===== config.mk =====
export PLATFORM = sky130hd
export DESIGN_NAME = spi_target_stream
export DESIGN_NICKNAME = d
export VERILOG_FILES = /design/src/rtl/spi_target_stream.sv
export SDC_FILE = /design/constraint.sdc
export NUM_CORES = 1
export LEC_CHECK = 0
export CORE_UTILIZATION = 35
export CTS_BUF_LIST = sky130_fd_sc_hd__clkbuf_8
export CTS_CLUSTER_DIAMETER = 100
export CTS_CLUSTER_SIZE = 20
export DETAILED_ROUTE_END_ITERATION = 8
export DONT_BUFFER_PORTS = 1
export GPL_TIMING_DRIVEN = 0
export HOLD_SLACK_MARGIN = 0.08
export PLACE_DENSITY = 0.52
export SYNTH_ARGS = -nofsm -noshare
export SYNTH_HDL_FRONTEND = slang
export SYNTH_SLANG_ARGS = --single-unit
export TNS_END_PERCENT = 50

===== constraint.sdc =====
create_clock -name clk -period 2.05 [get_ports clk]
set_input_delay 0.3075 -clock clk [delete_from_list [all_inputs] [get_ports clk]]
set_output_delay 0.3075 -clock clk [all_outputs]
set_load 0.05 [all_outputs]

===== src/rtl/spi_target_stream.sv =====
// SPI target with synchronised pin front end, TX FIFO and RX valid/ready stream.
// Any SPI mode; the system clock must run at least 8x the SPI clock.
module spi_target_stream #(
   parameter int WORD_W = 8,
   parameter int CPOL = 0,
   parameter int CPHA = 0,
   parameter int TX_DEPTH = 4,
   parameter logic [WORD_W-1:0] FILL_WORD = '0
) (
   input  logic              clk,
   input  logic              rst,
   input  logic              SPI_CLK,
   input  logic              SPI_CS,
   input  logic              SPI_PICO,
   output logic              SPI_POCI,
   output logic              spi_poci_oe,
   input  logic [WORD_W-1:0] tx_data,
   input  logic              tx_valid,
   output logic              tx_ready,
   output logic [WORD_W-1:0] rx_data,
   output logic              rx_valid,
   input  logic              rx_ready,
   output logic              rx_overrun,
   output logic              tx_underrun,
   output logic              frame_abort,
   output logic [7:0]        frame_cnt
);

   localparam int AW = $clog2(TX_DEPTH);
   localparam int CW = $clog2(WORD_W);
   localparam logic [CW-1:0] LAST = CW'(WORD_W - 1);
   localparam logic CLK_IDLE = (CPOL != 0);
   localparam logic SMP_RISE = (CPOL == CPHA);

   typedef enum logic {S_IDLE, S_ACTIVE} state_t;
   state_t state, state_nx;

   logic [1:0] clk_sy, cs_sy, pico_sy;
   logic clk_d, cs_d;
   logic sclk, csn, pico, rise, fall;
   logic cs_fall, cs_rise, live, smp, sft;
   logic tx_load, push, pop, empty, full, word_done;
   logic [AW:0] wp, rp;
   logic [WORD_W-1:0] mem [TX_DEPTH];
   logic [WORD_W-1:0] tx_sh, rx_sh, rx_word;
   logic [CW-1:0] bitcnt;
   logic ld_pend, skip;

   always_ff @(posedge clk or posedge rst) begin
      if (rst) begin
         clk_sy  <= {2{CLK_IDLE}};
         cs_sy   <= 2'b11;
         pico_sy <= 2'b00;
         clk_d   <= CLK_IDLE;
         cs_d    <= 1'b1;
      end else begin
         clk_sy  <= {clk_sy[0], SPI_CLK};
         cs_sy   <= {cs_sy[0], SPI_CS};
         pico_sy <= {pico_sy[0], SPI_PICO};
         clk_d   <= clk_sy[1];
         cs_d    <= cs_sy[1];
      end
   end

   assign sclk    = clk_sy[1];
   assign csn     = cs_sy[1];
   assign pico    = pico_sy[1];
   assign rise    = sclk & ~clk_d;
   assign fall    = ~sclk & clk_d;
   assign cs_fall = ~csn & cs_d;
   assign cs_rise = csn & ~cs_d;
   // SPI edges only count inside a frame; one coincident with CS rising is dropped
   assign live    = (state == S_ACTIVE) & ~csn;
   assign smp     = live & (SMP_RISE ? rise : fall);
   assign sft     = live & (SMP_RISE ? fall : rise);
   assign word_done = smp & (bitcnt == LAST);
   assign rx_word = {rx_sh[WORD_W-2:0], pico};

   assign empty = (wp == rp);
   assign full  = (wp[AW] != rp[AW]) && (wp[AW-1:0] == rp[AW-1:0]);
   assign push  = tx_valid & ~full;
   assign pop   = tx_load & ~empty;
   assign tx_ready = ~full;

   always_ff @(posedge clk or posedge rst) begin
      if (rst) state <= S_IDLE;
      else     state <= state_nx;
   end

   always_comb begin
      state_nx = state;
      unique case (state)
         S_IDLE:   if (cs_fall) state_nx = S_ACTIVE;
         S_ACTIVE: if (cs_rise) state_nx = S_IDLE;
         default:  state_nx = S_IDLE;
      endcase
   end

   always_comb begin
      spi_poci_oe = (state == S_ACTIVE);
      SPI_POCI    = spi_poci_oe & tx_sh[WORD_W-1];
      tx_load     = ((state == S_IDLE) & cs_fall) | (sft & ld_pend & ~skip);
   end

   always_ff @(posedge clk or posedge rst) begin
      if (rst) begin
         wp <= '0;
         rp <= '0;
      end else begin
         if (push) wp <= wp + 1'b1;
         if (pop)  rp <= rp + 1'b1;
      end
   end

   always_ff @(posedge clk) begin
      if (push) mem[wp[AW-1:0]] <= tx_data;
   end

   always_ff @(posedge clk or posedge rst) begin
      if (rst) begin
         bitcnt      <= '0;
         rx_sh       <= '0;
         tx_sh       <= '0;
         ld_pend     <= 1'b0;
         skip        <= 1'b0;
         frame_cnt   <= 8'd0;
         frame_abort <= 1'b0;
         tx_underrun <= 1'b0;
      end else begin
         frame_abort <= 1'b0;
         tx_underrun <= tx_load & empty;
         if (tx_load) begin
            tx_sh   <= empty ? FILL_WORD : mem[rp[AW-1:0]];
            ld_pend <= 1'b0;
         end else if (sft) begin
            if (skip) skip <= 1'b0;
            else      tx_sh <= {tx_sh[WORD_W-2:0], 1'b0};
         end
         if (smp) begin
            rx_sh  <= rx_word;
            bitcnt <= word_done ? '0 : bitcnt + 1'b1;
            if (word_done) ld_pend <= 1'b1;
         end
         if ((state == S_IDLE) && cs_fall) begin
            bitcnt <= '0;
            skip   <= (CPHA != 0);
         end
         if ((state == S_ACTIVE) && cs_rise) begin
            frame_abort <= (bitcnt != '0);
            frame_cnt   <= frame_cnt + 8'd1;
            bitcnt      <= '0;
            ld_pend     <= 1'b0;
         end
      end
   end

   // A word landing in the same cycle as a consume takes the freed slot
   always_ff @(posedge clk or posedge rst) begin
      if (rst) begin
         rx_data    <= '0;
         rx_valid   <= 1'b0;
         rx_overrun <= 1'b0;
      end else begin
         rx_overrun <= 1'b0;
         if (word_done) begin
            if (!rx_valid || rx_ready) begin
               rx_data  <= rx_word;
               rx_valid <= 1'b1;
            end else begin
               rx_overrun <= 1'b1;
            end
         end else if (rx_valid && rx_ready) begin
            rx_valid <= 1'b0;
         end
      end
   end

endmodule


# Word level (Yosys, flattened, before mapping)
# Memories as Yosys holds them, arrays and structs flattened.
# Index checks and enable logic that the tools add are counted.
[word_totals] regBits=55 mem_bits_rw=32 in_bits=15 out_inout_bits=23 wordCells=96 mem_count=1
[memory_table] memory="mem" words=4 word_bits=8 read_ports=1 rd_ports_with_merged_regs=0 write_ports=1 line_no="44" source="logic [WORD_W-1:0] mem [TX_DEPTH];"
[op_classes] add_sub_neg=4 eq_ne=7 n_mux=26 bitwise=24 n_reduce_logical=15
[op_table] operator="8-bit 2-to-1 mux" count=4
[op_table] operator="1-bit 2-to-1 mux" count=17
[op_table] operator="1-bit AND" count=15
[op_table] operator="3-bit 2-to-1 mux" count=4
[op_table] operator="3-bit by 1-bit adder with 3-bit output (second input constant)" count=3
[op_table] operator="8-bit by 1-bit adder with 8-bit output (second input constant)" count=1
[op_table] operator="1-bit inverter" count=8
[op_table] operator="2-bit AND reduction" count=4
[op_table] operator="2-bit nonzero test" count=3
[op_table] operator="3-bit nonzero test" count=2
[op_table] operator="1-bit logical AND" count=4
[op_table] operator="2-bit by 1-bit != test with 1-bit output (second input constant)" count=2
[op_table] operator="3-bit equality test" count=1
[op_table] operator="3-bit equality test (second input constant)" count=1
[op_table] operator="2-bit equality test" count=1
[op_table] operator="2-bit != test (second input constant)" count=1
[op_table] operator="1-bit one-hot mux with 2 select lines" count=1
[op_table] operator="1-bit logical NOT" count=1
[op_table] operator="1-bit logical OR" count=1
[op_table] operator="1-bit != test" count=1
[op_table] operator="1-bit OR" count=1

# Longest topological paths before layout
# Gate-level depths: netlist (run 1).
[depth] ltp_word=10 mapped_depth=6 mapped_depth_nobuf=5

# Least setup slack after synthesis (run 1)
# Ideal clock, no wire load.
[synth_timing] path_type="reg2reg" start="register rp[0]" end="register wp[2]" setup_ps=140 arrival_ps=1900 required_ps=1910 slack_ps=10 stages_incl_launch_ff=6 n_path_buf=1 period_less_slack_ps=2040 path_cell_list="dfrtp_1 -> buf_4 -> xnor2_1 -> nand3_1 -> and3_1 -> xor2_1"
[synth_between] elab_chain_cells=4
[synth_rtl] element="start, declared" line_no="43" source="logic [AW:0] wp, rp;"
[synth_rtl] element="start signal, assigned" line_no="111" source="if (pop) rp <= rp + 1'b1;"
[synth_rtl] element="2-bit equality test" line_no="80" source="assign full = (wp[AW] != rp[AW]) && (wp[AW-1:0] == rp[AW-1:0]);"
[synth_rtl] element="1-bit logical AND" line_no="80"
[synth_rtl] element="1-bit inverter"
[synth_rtl] element="via tx_ready" line_no="19" source="output logic tx_ready,"
[synth_rtl] element="1-bit AND" line_no="81" source="assign push = tx_valid & ~full;"
[synth_rtl] element="end signal, assigned" line_no="110" source="if (push) wp <= wp + 1'b1;"
[synth_rtl] element="end, declared" line_no="43"
# The timed path passes the listed nets, and every way through them passes these cells.
# A chain may end at the register's enable or synchronous reset.

# Worst setup path after layout (run 1)
[layout_timing] start="register state (netlist: spi_poci_oe)" end="output port SPI_POCI"
[layout_between] elab_chain_cells=1
[layout_rtl] element="start, declared" line_no="36" source="state_t state, state_nx;"
[layout_rtl] element="start signal, assigned" line_no="87" source="else state <= state_nx;"
[layout_rtl] element="1-bit AND" line_no="101" source="SPI_POCI = spi_poci_oe & tx_sh[WORD_W-1];"
[layout_rtl] element="end, declared" line_no="15" source="output logic SPI_POCI,"
# No other way between the ends.

==> key figures, run 1 <==
Floorplan
  – Starting Density: 36.7%
  – Core Rows: 35
  – Full die area: 10300 µm²
  – Core area: 9420 µm²
  – Die height: 101 µm
  – Die width: 101 µm
  – # IOs: 38

Routing
  – DRT iter0 DRCs: 62
  – Routed length per instance: 14.2 µm
  – Met3 WL post-DR: 279 µm
  – Met2 WL: 2610 µm
  – Drt drc: 0
  – Drt pass-1 iters: 4
  – DR vias: 1813
  – Max Used Layer: met4
  – Antenna viol nets, final: 0
  – Wl on met1: 2460 µm
  – WL final: 5450 µm
  – Post-DR vias/cell: 4.71

Timing
  – Setup Skew: 0.00861 ns
  – Slew Viols, Final: 0
  – Min cycle time layout: 1.93 ns
  – F_max: 519 MHz
  – Worst hold margin: 0.121 ns
  – Setup WS post-layout: 0.122 ns
  – Worst Max-Slew Pin Slew: 0.584 ns
  – Slew headroom: 61.0%
  – Setup violators final: 0
  – RSZ-0062 raised after global routing: no
  – Fin crit share: 94.1%
  – Fin. Hold Viols: 0

Yosys
  – Sequential area share after synthesis: 67.1%
  – Yosys warning count: 0
  – Synth area leader: dfrtp_1
  – Seq cells post-synth: 86
  – Net Count, Synth: 251
  – Synth Cell Area: 3450 µm²
  – Mean Syn Cell Area: 15.2 µm²
  – Mapped Cells: 227
  – Cell variety after synth: 34
  – Share of the synthesized area in the top cell type: 37.0%
  – Cells taking the most area after synthesis: dfrtp_1 37%, edfxtp_1 28%, mux2_2 5.5%

Clocking
  – Post-CTS setup buffer count: 0
  – Reg clk slew, reported paths: 0.08 ns
  – CTS tree: built
  – CTS Buf Count: 9
  – H-tree depth: 3
  – CTS root buf: clkbuf_8
  – CTS Buffer Depth: 2
  – CTS sink cnt: 86
  – Skew-Pair Late Insertion Delay: 0.36 ns

Critical path
  – Critical-path maximum fanout: 10
  – Crit path DAT: 1.62 ns
  – Flop2flop setup slack: 0.18 ns
  – Worst r2r src: rp[0]$_DFFE_PP0P_
  – Crit path kind: register to output port
  – Worst path required time: 1.74 ns
  – Crit path launch: spi_poci_oe$_DFF_PP0_
  – CP Cell Sequence: buf_4, and2_1
  – Worst r2r path cells: 4
  – CP max stage delay: 0.57 ns
  – Max stage delay cell, worst path: dfrtp_2
  – Worst reg2reg endpoint: mem[2][5]$_DFFE_PP_
  – Crit end category: output port
  – CP endpoint: SPI_POCI
  – Critical Path Source Type: register

Pwr
  – Clock network fraction of design power: 22.4%
  – Switching portion of total power: 34.2%
  – PD cells: 1240 nW/µm²
  – Switching pwr: 1.67 mW
  – Gate power share: 24.9%
  – Tot Pwr: 4.89 mW
  – P_int: 3.22 mW
  – Seq pwr share: 52.7%
  – Maximum vdd ir drop: 0.652 mV
  – Leakage: 1.60 nW

Placement
  – Port bufs: 0
  – Post-Place Cells: 357
  – Setup WS pre-CTS: -0.269 ns
  – DP HPWL: 3700 µm
  – Post-DP Area: 3630 µm²
  – RD Place Congestion: 0.646

GRT
  – Global-route wire length before repair: 9430 µm
  – Initial antenna violation count: 0
  – Remaining Overflow, GRT: 0
  – Vias in the first global route: 1857
  – Largest net degree at the start of global routing: 29
  – GR Util All Layers: 12.4%

Cells and area
  – Share of post-route cells with drive strength above 1: 23.8%
  – Diodes inserted: 0
  – Non-filler cells, final: 385
  – Fill cells: 879
  – Syn-to-layout area delta: 14.5%
  – Register area: 2320 µm²
  – Post-route cell area: 3960 µm²
  – Fin nets: 275
  – Multi-input combinational cell area: 1080 µm²

Run
  – Max Cap Violations: 0

Min path
  – Hold crit path type: input pin to register

Status
  – Outcome: complete, no violations
sequential cells by signal (all words and copies together) (netlist names), 2 cells and up:
| register | cells |
|---|---|
| bitcnt | 3 |
| clk_sy | 2 |
| cs_sy | 2 |
| frame_cnt | 8 |
| mem | 32 |
| pico_sy | 2 |
| rp | 3 |
| rx_data | 8 |
| rx_sh | 7 |
| tx_sh | 8 |
| wp | 3 |
routing by layer:
| metal | global-route usage [%] | vias up |
|---|---|---|
| met3 | 4.49 | 9 |
| met4 | 6.02 | 0 |
| met5 | 0 | - |
| met1 | 15.6 | 892 |
| met2 | 19.0 | 42 |
| li1 | - | 870 |
cells in the mapped netlist (all sizes together):
library cell	number
dfrtp	51
edfxtp	32
mux2	17
nand2	16
xnor2	11
a21oi	10
ha	9
inv	9
mux4	8
nand3	7
buf	6
nand2b	6
and3	5
nor2	5
o21ai	5
o22ai	5
dfstp	3
nand3b	3
nand4	3
xor2	3
and2	2
nor2b	2
nor3b	2
o31ai	2
a31oi	1
mux2i	1
nand4b	1
or3	1
or4	1
power by group through the flow:
stage | Combinational, mW | Sequential, mW | Clock (mW)
3_3_place_gp | 1.15 | 2.61 | 0
5_1_grt | 1.37 | 2.64 | 1.22
2_1_floorplan | 0.963 | 2.55 | 0
4_1_cts | 1.22 | 2.59 | 1.15
6_report | 1.22 | 2.58 | 1.10
3_5_place_dp | 1.17 | 2.62 | 0
placed cells by master, fill, tap and decap left out, types with 5 or more instances in the layout:
cell	n
edfxtp_1	32
mux2_2	17
nand2b_1	5
o21ai_0	5
nand3_1	5
o22ai_1	5
clkbuf_8	10
mux4_2	8
ha_1	9
a21oi_1	9
xnor2_1	11
inv_1	8
dfrtp_1	50
nor2_1	5
dlygate4sd3_1	12
nand2_1	16
cell families (layout without fill, tap and decap cells):
kind of cell,Yosys count,in the layout,share of synthesized area (%)
buffers and inverters,15,44,2.06
AO/OA/AOI/OAI,23,23,3.80
AND/OR/NAND/NOR,54,54,9.20
multiplexers,26,26,11.1
flip-flops,86,86,67.1
adder cells (fa/ha/maj),9,9,3.26
XOR/XNOR,14,14,3.55
stage by stage:
stage                     setup TNS (ns)  util [%]
final                                  0      42.0
after global routing                   0      42.0
after detailed placement           -6.58      38.6
after floorplan                        0         -
after global placement            -14.55      38.4
after CTS                              0      41.9
area by class of cell:
cell class / instances / area share, %
Buffer: 6 / 0.949
Clock buffer: 10 / 3.48
Clock inverter: 6 / 1.14
Inverter: 9 / 0.854
Multi-Input combinational cell: 126 / 27.4
Sequential cell: 86 / 58.6
Tap cell: 129 / 4.08
Timing Repair Buffer: 13 / 3.54
worst min path at each step:
stage / startpoint / endpoint / slack (ns) / cells past startpoint
6_report: tx_valid / wp[0]$_DFFE_PP0P_ / 0.12 / 2
5_1_grt: tx_valid / wp[0]$_DFFE_PP0P_ / 0.11 / 2
4_1_cts: tx_valid / wp[0]$_DFFE_PP0P_ / 0.10 / 2
3_5_place_dp: rst / pico_sy[0]$_DFF_PP0_ / 0.29 / 1
3_3_place_gp: SPI_CS / cs_sy[0]$_DFF_PP1_ / 0.31 / 0
2_1_floorplan: SPI_CS / cs_sy[0]$_DFF_PP1_ / 0.31 / 0
critical path: cells and delay by family (launching register included):
| kind | cells | cell delay, ns |
|---|---|---|
| flip-flops | 1 | 0.57 |
| AND/OR/NAND/NOR | 1 | 0.47 |
| buffers and inverters | 1 | 0.23 |
repair_timing:
| item | 4_1_cts | 5_1_grt |
|---|---|---|
| hold buffers | 12 | 0 |
| hold endpoints to repair | 62 | 0 |
| setup endpoints to repair | 36 | 34 |
| pin swaps | 0 | 0 |
| gates resized for setup | 3 | 3 |
(Power assumes the default switching activity.)
==> run 2, diff against run 1 <==
- CORE_UTILIZATION: 35 -> 40
- PLACE_DENSITY: 0.52 -> 0.57
==> key figures, run 2 (synthesized netlist as in run 1, its figures left out) <==
Placement
  – DP HPWL: 3530 µm
  – Post-DP Area: 3600 µm²
  – Setup WS pre-CTS: -0.249 ns
  – Post-Place Cells: 333
  – RD Place Congestion: 0.657
  – Port bufs: 0

Cells and area
  – Multi-input combinational cell area: 1080 µm²
  – Post-route cell area: 3930 µm²
  – Diodes inserted: 0
  – Share of post-route cells with drive strength above 1: 23.0%
  – Syn-to-layout area delta: 13.7%
  – Fin nets: 275
  – Commonest non-fill, non-tap cells in the layout: 50 x dfrtp_1, 32 x edfxtp_1, 17 x mux2_2, 16 x nand2_1, 12 x dlygate4sd3_1
  – Most common cell after layout, fill and taps aside: dfrtp_1
  – Max FFs per register: 32
  – Util after Layout: 47.3%
  – Non-filler cells, final: 361
  – Register area: 2320 µm²
  – Fill cells: 716

Floorplan
  – # IOs: 38
  – Core Rows: 33
  – Starting Density: 41.6%
  – Die height: 94.9 µm
  – Core area: 8300 µm²
  – Die width: 94.9 µm
  – Full die area: 9010 µm²

Pwr
  – Seq pwr share: 52.5%
  – Gate power share: 24.8%
  – Tot Pwr: 4.91 mW
  – PD cells: 1250 nW/µm²
  – Maximum vdd ir drop: 0.803 mV
  – Switching portion of total power: 33.0%
  – Switching pwr: 1.62 mW
  – P_int: 3.29 mW
  – Clock network fraction of design power: 22.7%
  – Leakage: 1.62 nW

Timing
  – F_max: 525 MHz
  – Worst hold margin: 0.126 ns
  – Fin crit share: 93.0%
  – Setup violators final: 0
  – RSZ-0062 raised after global routing: no
  – Worst Max-Slew Pin Slew: 0.568 ns
  – Slew headroom: 62.1%
  – Setup WS post-layout: 0.144 ns
  – Setup Skew: 0.0108 ns
  – Min cycle time layout: 1.91 ns
  – Fin. Hold Viols: 0
  – Slew Viols, Final: 0
  – Setup TNS: 0 ns

Critical path
  – Crit end category: output port
  – Worst path required time: 1.74 ns
  – Critical Path Source Type: register
  – Flop2flop setup slack: 0.18 ns
  – Crit path DAT: 1.60 ns
  – Crit path kind: register to output port
  – Critical-path maximum fanout: 10

Clocking
  – CTS Buffer Depth: 2
  – Reg clk slew, reported paths: 0.08 ns
  – CTS root buf: clkbuf_8
  – CTS tree: built
  – Post-CTS setup buffer count: 0
  – CTS Buf Count: 9
  – Skew-Pair Late Insertion Delay: 0.35 ns
  – CTS sink cnt: 86
  – H-tree depth: 3

Routing
  – Antenna viol nets, final: 0
  – WL final: 5220 µm
  – Routed length per instance: 14.5 µm
  – DRT iter0 DRCs: 92
  – Drt pass-1 iters: 4
  – DR vias: 1802
  – Post-DR vias/cell: 4.99
  – Drt drc: 0

GRT
  – Vias in the first global route: 1860
  – Largest net degree at the start of global routing: 30
  – GR Util All Layers: 13.6%
  – Remaining Overflow, GRT: 0
  – Global-route wire length before repair: 8930 µm
  – Initial antenna violation count: 0

Status
  – Outcome: complete, no violations

Run
  – Max Cap Violations: 0

Min path
  – Hold crit path type: input pin to register
==> run 2: cell types whose count changed in the layout (fill, tap and decap cells not counted) <==
| cell | previous run | this run |
|---|---|---|
| inv_1 | 8 | 11 |
| clkbuf_8 | 10 | 9 |
| and3_1 | 2 | 1 |
| clkinv_2 | 1 | 2 |
| clkinvlp_4 | 1 | 0 |
| inv_6 | 1 | 0 |
| inv_4 | 1 | 0 |
| and3_2 | 3 | 4 |
| bufinv_16 | 0 | 1 |
| clkinv_4 | 2 | 1 |
==> run 2: power by group through the flow <==
stage	Clock (mW)	Combinational (mW)	Sequential (mW)
3_3_place_gp	0	1.14	2.61
5_1_grt	1.22	1.36	2.63
3_5_place_dp	0	1.16	2.62
6_report	1.12	1.22	2.57
2_1_floorplan	0	0.963	2.55
4_1_cts	1.16	1.21	2.58
==> run 2: worst paths after layout <==
kind | startpoint | endpoint | cells past startpoint
worst max-delay path | spi_poci_oe$_DFF_PP0_ | SPI_POCI | 2
min in group asynchronous | rst | pico_sy[1]$_DFF_PP0_ | 2
worst min-delay path | tx_valid | wp[0]$_DFFE_PP0P_ | 2
worst max register to register | rp[0]$_DFFE_PP0P_ | wp[2]$_DFFE_PP0P_ | 5
worst min register to register | pico_sy[0]$_DFF_PP0_ | pico_sy[1]$_DFF_PP0_ | 0
max in group asynchronous | rst | cs_d$_DFF_PP1_ | 3
==> run 2: timing repair <==
item                       4_1_cts  5_1_grt
setup endpoints to repair       35       33
gates resized for setup          3        4
hold endpoints to repair        60        0
hold buffers                    12        0
==> run 2: worst max-delay path, stage by stage (launching register included) <==
cell	delay, ns
dfrtp_2	0.56
buf_4	0.23
and2_1	0.46
==> run 2: metal layers <==
metal	share of wire, %	GRT usage, %
met2	48	22.2
met3	4.6	5.80
met5	0	0
met4	1.4	5.68
met1	46	15.5
==> run 2: layout make-up <==
type / instances / area share, %
Clock inverter: 7 / 1.53
Timing Repair Buffer: 13 / 3.57
Tap cell: 105 / 3.35
Sequential cell: 86 / 59.0
Inverter: 9 / 0.860
Clock buffer: 9 / 3.15
Buffer: 6 / 0.956
Multi-Input combinational cell: 126 / 27.6
==> run 3, diff against run 2 <==
- PLACE_DENSITY: 0.57 -> 0.56
- SLEW_MARGIN: unset -> 5
==> key figures, run 3 (synthesized netlist as in run 1, its figures left out) <==
Floorplan
  – Die height: 94.9 µm
  – Die width: 94.9 µm
  – # IOs: 38
  – Starting Density: 41.6%
  – Core area: 8300 µm²
  – Core Rows: 33
  – Full die area: 9010 µm²

Critical path
  – CP max stage delay: 0.57 ns
  – Worst r2r src: rp[1]$_DFFE_PP0P_
  – Worst r2r path cells: 4
  – Crit path DAT: 1.62 ns
  – Critical Path Source Type: register
  – Flop2flop setup slack: 0.18 ns
  – Crit end category: output port
  – Worst reg2reg endpoint: mem[1][2]$_DFFE_PP_
  – CP Cell Sequence: buf_4, and2_1
  – Worst path required time: 1.74 ns
  – Max stage delay cell, worst path: dfrtp_2
  – Critical-path maximum fanout: 10
  – Crit path kind: register to output port

Routing
  – Post-DR vias/cell: 5.04
  – Drt drc: 0
  – Routed length per instance: 14.8 µm
  – Drt pass-1 iters: 4
  – DRT iter0 DRCs: 52
  – Antenna viol nets, final: 0
  – WL final: 5330 µm
  – DR vias: 1819

Timing
  – Min cycle time layout: 1.93 ns
  – Setup Skew: 0.00765 ns
  – Setup WS post-layout: 0.125 ns
  – F_max: 519 MHz
  – Slew headroom: 62.2%
  – RSZ-0062 raised after global routing: no
  – Setup violators final: 0
  – Fin. Hold Viols: 0
  – Slew Viols, Final: 0
  – Worst Max-Slew Pin Slew: 0.568 ns
  – Fin crit share: 93.9%

GRT
  – GR Util All Layers: 13.8%
  – GR peak layer: met2
  – Remaining Overflow, GRT: 0
  – Global-route wire length before repair: 9250 µm
  – Largest net degree at the start of global routing: 34
  – Initial antenna violation count: 0
  – Met3 Use GR: 4.59%
  – Vias in the first global route: 1934
  – M1 GR Usage: 15.7%
  – Global-route track usage on met2: 23.4%

Placement
  – Port bufs: 0
  – Setup WS pre-CTS: -0.259 ns
  – RD Place Congestion: 0.679
  – DP HPWL: 3600 µm
  – Post-Place Cells: 333

Pwr
  – Switching portion of total power: 31.4%
  – Leakage: 1.64 nW
  – Switching pwr: 1.63 mW
  – Tot Pwr: 5.21 mW
  – Clock network fraction of design power: 27.3%
  – P_int: 3.58 mW
  – Gate power share: 23.3%
  – Maximum vdd ir drop: 0.850 mV
  – PD cells: 1310 nW/µm²
  – Seq pwr share: 49.4%

Min path
  – WHS Path Cells: 2
  – Hold EP: wp[0]$_DFFE_PP0P_
  – Hold_sp: tx_valid
  – Hold crit path type: input pin to register

Clocking
  – H-tree depth: 3
  – CTS Buffer Depth: 2
  – CTS tree: built
  – Skew-Pair Late Insertion Delay: 0.35 ns
  – Reg clk slew, reported paths: 0.08 ns
  – CTS Buf Count: 9
  – CTS root buf: clkbuf_8
  – Post-CTS setup buffer count: 0
  – CTS sink cnt: 86

Run
  – Max Cap Violations: 0

Cells and area
  – Fin nets: 275
  – Util after Layout: 48.1%
  – Diodes inserted: 0
  – Share of post-route cells with drive strength above 1: 23.8%
  – Non-filler cells, final: 361
  – Max FFs per register: 32
  – Syn-to-layout area delta: 15.5%
  – Commonest non-fill, non-tap cells in the layout: 50 x dfrtp_1, 32 x edfxtp_1, 17 x mux2_2, 16 x nand2_1, 12 x dlygate4sd3_1
  – Most common cell after layout, fill and taps aside: dfrtp_1
  – Fill cells: 730

Status
  – Outcome: complete, no violations
run 3: final cells by class:
class	count	area (µm²)	area share (%)
flip-flops and latches	86	2320	58.1
well taps	105	131	3.29
clock inverters	6	109	2.73
plain buffers	6	37.5	0.941
repair buffers	13	140	3.51
clock buffers	10	138	3.45
inverters	9	33.8	0.847
multi-input cells	126	1080	27.1
run 3: worst max path at each step:
stage                                      from                   to  slack (ns)  depth (start not counted)
final                     spi_poci_oe$_DFF_PP0_             SPI_POCI        0.12                          2
after global routing          rp[1]$_DFFE_PP0P_  mem[1][5]$_DFFE_PP_        0.04                          4
after CTS                     rp[1]$_DFFE_PP0P_  mem[0][5]$_DFFE_PP_        0.04                          4
after detailed placement      rp[1]$_DFFE_PP0P_    wp[2]$_DFFE_PP0P_       -0.26                          5
after global placement        rp[0]$_DFFE_PP0P_    wp[2]$_DFFE_PP0P_       -0.24                          5
after floorplan               rp[0]$_DFFE_PP0P_    wp[2]$_DFFE_PP0P_        0.01                          5
run 3: per-layer routing:
layer / part of all wire [%] / vias up
met3: 4.0 / 10
met4: 2.0 / 0
met2: 49 / 39
met5: 0 / -
met1: 45 / 907
li1: - / 863
run 3: what timing repair did:
item / CTS / global route
setup endpoints to repair: 35 / 34
hold buffers: 12 / 0
resized for setup: 3 / 3
endpoints found under the hold margin: 56 / 0
run 3: power groups by stage:
stage	registers [mW]	logic, mW	clock network [mW]
after floorplan	2.55	0.963	0
after global placement	2.61	1.14	0
after detailed placement	2.62	1.17	0
after CTS	2.59	1.22	1.47
after global routing	2.63	1.37	1.54
final	2.57	1.21	1.42
run 3: through the flow:
step | TNS, ns | cell area, µm² | hold WS [ns]
after floorplan | 0 | 3450 | 0.312
after global placement | -14.80 | 3580 | 0.312
after detailed placement | -6.79 | 3600 | 0.247
after CTS | 0 | 3980 | 0.127
after global routing | 0 | 3990 | 0.151
final | 0 | 3990 | 0.140
run 3: worst max-delay path, delay by kind of cell (launching register included):
family	cells	cell delay, ns
and+or+nand+nor	1	0.47
buffers and inverters	1	0.22
DFF	1	0.57
